--- src/rtl/can_frame_tx_if.sv ---
// Frame request / serial output bundle between the message scheduler (master) and can_frame_tx (slave).
// in_* qualified by in_valid && in_ready; tx/busy/done are status from the transmitter.
interface can_frame_tx_if #(
    parameter int ID_W      = 11,
    parameter int MAX_BYTES = 8
);
    logic                   in_valid;
    logic                   in_ready;
    logic [ID_W-1:0]        in_id;
    logic [3:0]             in_dlc;
    logic [8*MAX_BYTES-1:0] in_data;
    logic                   tx;
    logic                   busy;
    logic                   done;

    modport master (
        output in_valid, in_id, in_dlc, in_data,
        input  in_ready, tx, busy, done
    );

    modport slave (
        input  in_valid, in_id, in_dlc, in_data,
        output in_ready, tx, busy, done
    );
endinterface

--- src/rtl/can_frame_tx.sv ---
// CAN-style serialiser (SOF..IFS, CRC-15, BIT_DIV clks/bit); SOF on tx the cycle after accept, done on IDLE re-entry.
// Backpressure: in_ready only in IDLE, no queuing. Bit stuffing SOF..CRC enabled by `define CAN_TX_BIT_STUFF_EN.
module can_frame_tx #(
    parameter int ID_W      = 11,
    parameter int MAX_BYTES = 8,
    parameter int BIT_DIV   = 4
) (
    input  logic          clk,
    input  logic          rst_n,
    can_frame_tx_if.slave bus
);
    localparam int DW = 8 * MAX_BYTES;
    localparam int TW = (BIT_DIV > 1) ? $clog2(BIT_DIV) : 1;
`ifdef CAN_TX_BIT_STUFF_EN
    localparam bit STUFF_EN = 1'b1;
`else
    localparam bit STUFF_EN = 1'b0;
`endif

    typedef enum logic [2:0] {
        S_IDLE, S_SOF, S_ID, S_CTRL, S_DATA, S_CRC, S_TAIL, S_IFS
    } state_t;

    // Latched request; data is byte-reordered so the first bit on the wire is the MSB.
    typedef struct packed {
        logic [ID_W-1:0] id;
        logic [3:0]      dlc;
        logic [DW-1:0]   data;
        logic [6:0]      nbits;
    } frame_t;

    state_t        state, nstate;
    frame_t        frm;
    logic [6:0]    pos, npos;
    logic [TW-1:0] timer;
    logic [14:0]   crc, crc_step, crc_upd;
    logic [2:0]    run;
    logic          stuffing;
    logic          tx_r, done_r;
    logic          bit_end, in_region, crc_region, stuff_due, nbit;
    logic [DW-1:0] ser_in;
    logic [6:0]    nbits_in;

    logic [ID_W-1:0] id_sh;
    logic [DW-1:0]   dat_sh;
    logic [4:0]      ctl_sh;
    logic [14:0]     crc_sh;

    assign bus.in_ready = (state == S_IDLE);
    assign bus.busy     = (state != S_IDLE);
    assign bus.tx       = tx_r;
    assign bus.done     = done_r;

    always_comb begin
        ser_in = '0;
        for (int k = 0; k < MAX_BYTES; k++)
            ser_in[DW-1-8*k -: 8] = bus.in_data[8*k +: 8];
    end

    assign nbits_in = (bus.in_dlc > 4'(MAX_BYTES)) ? 7'(8 * MAX_BYTES) : {bus.in_dlc, 3'b000};

    assign bit_end    = (timer == TW'(BIT_DIV - 1));
    assign crc_region = (state == S_SOF) || (state == S_ID) || (state == S_CTRL) || (state == S_DATA);
    assign in_region  = crc_region || (state == S_CRC);
    assign stuff_due  = STUFF_EN && in_region && (run == 3'd5);

    assign crc_step = {crc[13:0], 1'b0} ^ ((tx_r ^ crc[14]) ? 15'h4599 : 15'h0000);
    assign crc_upd  = (!stuffing && crc_region) ? crc_step : crc;

    // Field position that follows the field bit currently on the wire.
    always_comb begin
        nstate = state;
        npos   = pos + 7'd1;
        unique case (state)
            S_SOF:  begin nstate = S_ID; npos = 7'd0; end
            S_ID:   if (pos == 7'(ID_W - 1)) begin
                        nstate = S_CTRL; npos = 7'd0;
                    end
            S_CTRL: if (pos == 7'd4) begin
                        nstate = (frm.nbits == 7'd0) ? S_CRC : S_DATA; npos = 7'd0;
                    end
            S_DATA: if (pos == frm.nbits - 7'd1) begin
                        nstate = S_CRC; npos = 7'd0;
                    end
            S_CRC:  if (pos == 7'd14) begin
                        nstate = S_TAIL; npos = 7'd0;
                    end
            S_TAIL: if (pos == 7'd9) begin
                        nstate = S_IFS; npos = 7'd0;
                    end
            S_IFS:  if (pos == 7'd2) begin
                        nstate = S_IDLE; npos = 7'd0;
                    end
            default: npos = 7'd0;
        endcase
    end

    always_comb begin
        nbit   = 1'b1;
        id_sh  = frm.id << npos;
        dat_sh = frm.data << npos;
        ctl_sh = {1'b0, frm.dlc} << npos;
        crc_sh = crc_upd << npos;
        unique case (nstate)
            S_ID:    nbit = id_sh[ID_W-1];
            S_CTRL:  nbit = ctl_sh[4];
            S_DATA:  nbit = dat_sh[DW-1];
            S_CRC:   nbit = crc_sh[14];
            default: nbit = 1'b1;
        endcase
    end

    always_ff @(posedge clk or negedge rst_n) begin
        if (!rst_n) begin
            state    <= S_IDLE;
            frm      <= '0;
            pos      <= 7'd0;
            timer    <= '0;
            crc      <= 15'd0;
            run      <= 3'd0;
            stuffing <= 1'b0;
            tx_r     <= 1'b1;
            done_r   <= 1'b0;
        end else begin
            done_r <= 1'b0;
            if (state == S_IDLE) begin
                timer <= '0;
                if (bus.in_valid) begin
                    frm      <= '{id: bus.in_id, dlc: bus.in_dlc, data: ser_in, nbits: nbits_in};
                    state    <= S_SOF;
                    pos      <= 7'd0;
                    crc      <= 15'd0;
                    run      <= 3'd1;
                    stuffing <= 1'b0;
                    tx_r     <= 1'b0;
                end
            end else if (!bit_end) begin
                timer <= timer + TW'(1);
            end else begin
                timer <= '0;
                crc   <= crc_upd;
                if (stuff_due) begin
                    // Position holds still; the complement bit opens a new run.
                    tx_r     <= ~tx_r;
                    run      <= 3'd1;
                    stuffing <= 1'b1;
                end else begin
                    stuffing <= 1'b0;
                    state    <= nstate;
                    pos      <= npos;
                    tx_r     <= nbit;
                    run      <= (nbit == tx_r) ? run + 3'd1 : 3'd1;
                    if (nstate == S_IDLE)
                        done_r <= 1'b1;
                end
            end
        end
    end
endmodule

--- src/flat_wrapper.sv ---
// flat-port wrapper written by rule: the top's interface ports become plain ports
module can_frame_tx_flat 
#(
    parameter int ID_W      = 11,
    parameter int MAX_BYTES = 8,
    parameter int BIT_DIV   = 4
)
  (clk, rst_n, bus_in_valid, bus_in_id, bus_in_dlc, bus_in_data, bus_in_ready, bus_tx, bus_busy, bus_done);
  can_frame_tx_if #(.ID_W(ID_W), .MAX_BYTES(MAX_BYTES)) bus_i ();
  input  logic clk;
  input  logic rst_n;
  input wire logic [$bits(bus_i.in_valid)-1:0] bus_in_valid;
  input wire logic [$bits(bus_i.in_id)-1:0] bus_in_id;
  input wire logic [$bits(bus_i.in_dlc)-1:0] bus_in_dlc;
  input wire logic [$bits(bus_i.in_data)-1:0] bus_in_data;
  output wire logic [$bits(bus_i.in_ready)-1:0] bus_in_ready;
  output wire logic [$bits(bus_i.tx)-1:0] bus_tx;
  output wire logic [$bits(bus_i.busy)-1:0] bus_busy;
  output wire logic [$bits(bus_i.done)-1:0] bus_done;
  assign bus_i.in_valid = bus_in_valid;
  assign bus_i.in_id = bus_in_id;
  assign bus_i.in_dlc = bus_in_dlc;
  assign bus_i.in_data = bus_in_data;
  assign bus_in_ready = bus_i.in_ready;
  assign bus_tx = bus_i.tx;
  assign bus_busy = bus_i.busy;
  assign bus_done = bus_i.done;
  can_frame_tx #(.ID_W(ID_W), .MAX_BYTES(MAX_BYTES), .BIT_DIV(BIT_DIV)) u_core (.clk(clk), .rst_n(rst_n), .bus(bus_i));
endmodule
--- config.mk ---
export PLATFORM = sky130hd
export DESIGN_NAME = can_frame_tx_flat
export DESIGN_NICKNAME = d
export VERILOG_FILES = /design/src/rtl/can_frame_tx_if.sv /design/src/rtl/can_frame_tx.sv /design/src/flat_wrapper.sv
export SDC_FILE = /design/constraint.sdc
export NUM_CORES = 1
export LEC_CHECK = 0
export ABC_AREA = 1
export BUFFER_PORTS_ARGS = -buffer_cell sky130_fd_sc_hd__buf_2
export CAP_MARGIN = 20
export CORE_MARGIN = 8
export CORE_UTILIZATION = 55
export CTS_BUF_LIST = sky130_fd_sc_hd__clkbuf_4 sky130_fd_sc_hd__clkbuf_8
export CTS_CLUSTER_SIZE = 14
export DETAILED_ROUTE_END_ITERATION = 16
export GPL_ROUTABILITY_DRIVEN = 1
export PLACE_DENSITY = 0.84
export SLEW_MARGIN = 30
export SYNTH_ARGS = -nofsm -noshare
export SYNTH_HDL_FRONTEND = slang
export SYNTH_SLANG_ARGS = --single-unit
--- constraint.sdc ---
create_clock -name clk -period 3.6 [get_ports clk]
set_input_delay 0 -clock clk [delete_from_list [all_inputs] [get_ports clk]]
set_output_delay 0 -clock clk [all_outputs]
set_load 0.02 [all_outputs]
==> flow_summary.yaml <==
synth:
  avgSynthCellArea_um2: 7.28
  synth_top_area_share_pct: 46.0
  ys_seq_elements: 112
  yosysTopAreaCell: "dfrtp_1"
  netlist_instances: 829
  ys.flop_type: "dfrtp_1"
  syn_area_mm2: 0.00603
  synth_edf_count: 0
  synthTopCellsByArea: "dfrtp_1, nand2_1, nand3_1, o21ai_0, inv_1"
  yosysWarnings: 0
  async_flop_share_pct: 100
  synth_cell_type_count: 37
  synth_most_common_cell: "nand2_1"
  syn-num-nets: 917
  synth.top_cells.by_count: "nand2_1, nand3_1, dfrtp_1"
  seq_area_frac_synth_pct: 46.5
sta:
  post-route-period-util_pct: 87.3
  fmax_ghz: 0.318
  rsz0062_at_grt: "no"
  finClkSkew_ps: 15.6
  slew_violations: 0
  hold_viol: 0
  period_needed_ps: 3140
  tns_ps: 0
  relSlewSlack_pct: 42.2
  worst_slew_pin_slew_ps: 860
  setup_viol: 0
cts:
  cts_sinks: 112
  clock-root-buffer: "clkbuf_8"
  clkTransAtPathRegs_ps: 120
  hold_buffers: 81
  htreeDepth: 3
  cts_buffer_depth: 2
  cts_resized: 0
  cts_tree: "yes"
  cts_setup_buffers: 0
  cts_buffers: 9
  clock_latency_ps: 390
global_route:
  grt_start_max_net_pins: 74
  antenna_found_initial: 0
  grt_overflow: 0
  grt_usage_pct: 24.0
  grt_pass1_wl_mm: 28.6
  grt_pass1_vias: 5939
job:
  drv_cap: 0
critical_path:
  cp_slowest_cell: "nand2_4"
  crit_chain: "inv_1 -> ha_1 -> inv_1 -> nand2_1 -> nand3_1 -> nor2_1 -> nand3_1 -> nand2_1 -> nand2_4 -> nand2_4 -> inv_2 -> nand2_1 -> nand3_1 -> nand3_1 -> nand3_1 -> nand2_1 -> nand2_1 -> nand2_1 -> nor2_1 -> nand2_1 -> nand2_1 -> nand2_1"
  critPathLaunchType: "flip-flop"
  reg2reg_from: "u_core.frm[3]"
  path_common_cell: "nand2_1"
  cp_max_fo: 52
  reg2reg_slack_ps: 460
  reg2reg_depth: 22
  critical-path-max-stage-delay_ps: 410
  critPathRequiredTime_ps: 3930
  cp-end-kind: "flip-flop"
  arrival_ps: 3480
  r2r-end: "u_core.bus.tx"
  critPathKind: "flip-flop to flip-flop"
power_and_ir_drop:
  p_switching_mw: 3.29
  p_leak_nw: 3.92
  ir_drop_v: 0.000609
  p_total_mw: 6.62
  switching_share_pct: 49.7
  combinationalPowerShare_pct: 55.6
  p_seq_share_pct: 33.3
  internal-power_mw: 3.33
  clock_power_share_pct: 11.1
  powerDensity_mw_per_mm2: 883
drt:
  vias_per_cell: 5.47
  via_count: 6093
  top_layer_used: "met4"
  firstDrtPassIters: 5
  wl_met3_mm: 1.15
  routed-wl-met2_mm: 8.36
  drc: 0
  wl_met1_mm: 6.96
  wl_per_cell_um: 15.2
  ant_nets: 0
  drt_wl_total_mm: 16.9
  drt_iter0_markers: 541
floorplan:
  start_util_pct: 55.9
  fp-row-count: 38
  die_h_um: 121
  die_w_um: 121
  core_mm2: 0.0108
  io_pins: 86
  dieArea_mm2: 0.0146
placed_design:
  dp_hpwl_mm: 10.2
  gp_congestion: 0.890
  io_buffers: 85
cells_and_area:
  post-route-util_pct: 69.5
  antenna_cells: 0
  finalNetCount: 1058
  area_growth_pct: 24.3
  drive_above_1_share_pct: 14.1
  fillers: 806
status:
  status: "complete, no violations"
min_path:
  hp-class: "input port to asynchronous set/reset pin"
==> registers in the layout (all words and copies together) (netlist names) <==
signal,count
u_core.bus.done,1
u_core.bus.tx,1
u_core.crc,15
u_core.frm,83
u_core.pos,7
u_core.state,3
u_core.timer,2
==> final cells by class <==
cell class | instances | area, um2 | area share [%]
Timing Repair Buffer | 173 | 1300 | 17.4
Inverter | 60 | 230 | 3.07
Multi-Input combinational cell | 614 | 2800 | 37.4
Clock inverter | 6 | 61.3 | 0.817
Sequential cell | 112 | 2800 | 37.4
Tap cell | 140 | 175 | 2.34
Clock buffer | 9 | 124 | 1.65
==> cell usage in the layout, fill, tap and decap left out, types with 3 or more instances in the layout <==
cell type      netlist  routed
nand2_1            358     357
nand3_1            116     116
dfrtp_1            111     111
buf_2               13      84
dlygate4sd3_1        0      81
inv_1               49      48
o21ai_0             48      47
nor2_1              23      23
o22ai_1             12      12
xor2_1              10      10
inv_2                9      10
clkbuf_8             0       9
buf_4                4       7
a21oi_1              6       6
ha_1                 6       6
o211ai_1             4       4
nand2_2              3       4
nor3_1               4       4
nand2_4              4       4
nand4_1              3       3
nor2_2               3       3
==> worst max path at each step <==
stage | startpoint | endpoint | slack [ps] | cells past startpoint
floorplan | u_core.pos[0] | u_core.bus.tx | 720 | 23
finish | u_core.frm[3] | u_core.bus.tx | 460 | 22
global placement | u_core.pos[0] | u_core.bus.tx | 630 | 21
CTS | u_core.frm[3] | u_core.bus.tx | 510 | 22
global route | u_core.frm[3] | u_core.bus.tx | 90 | 20
detailed placement | u_core.pos[0] | u_core.bus.tx | 560 | 21
==> stage by stage <==
| step | instances | hold WS (ps) | setup slack [ps] | area (um2) |
|---|---|---|---|---|
| 2_1_floorplan | 829 | -296 | 721 | 6030 |
| 3_3_place_gp | 1018 | -49.5 | 629 | 6500 |
| 3_5_place_dp | 1018 | -48.8 | 557 | 6500 |
| 4_1_cts | 1114 | 72.3 | 514 | 7500 |
| 5_1_grt | 1114 | 101 | 94.8 | 7500 |
| 6_report | 1114 | 64.9 | 458 | 7500 |
==> power groups by stage <==
stage	clock network (mW)	logic, mW	registers [mW]
2_1_floorplan	0	2.91	2.08
3_3_place_gp	0	3.43	2.20
3_5_place_dp	0	3.52	2.20
4_1_cts	0.733	3.62	2.18
5_1_grt	0.784	4.18	2.26
6_report	0.736	3.68	2.20
==> worst max-delay path, delay by kind of cell, from the launching register on <==
family,cells,cell delay [ps]
fa+ha+maj,1,260
buf+inv,3,540
simple gates,18,1890
flops,1,400
==> cell families (layout without fill, tap and decap cells) <==
family,count (synthesis),in the layout,synth area share (%)
AO/OA/AOI/OAI,77,77,7.13
flip-flops,112,112,46.5
AND/OR/NAND/NOR,520,520,36.3
adder cells (fa/ha/maj),6,6,1.24
XOR/XNOR,11,11,1.72
buffers and inverters,103,248,7.13
==> per-layer routing <==
| layer | up-vias | global-route usage, % |
|---|---|---|
| met5 | - | 0 |
| met3 | 44 | 4.90 |
| li1 | 2923 | - |
| met4 | 0 | 8.20 |
| met1 | 2864 | 30.4 |
| met2 | 262 | 40.1 |
(Power assumes the default switching activity.)
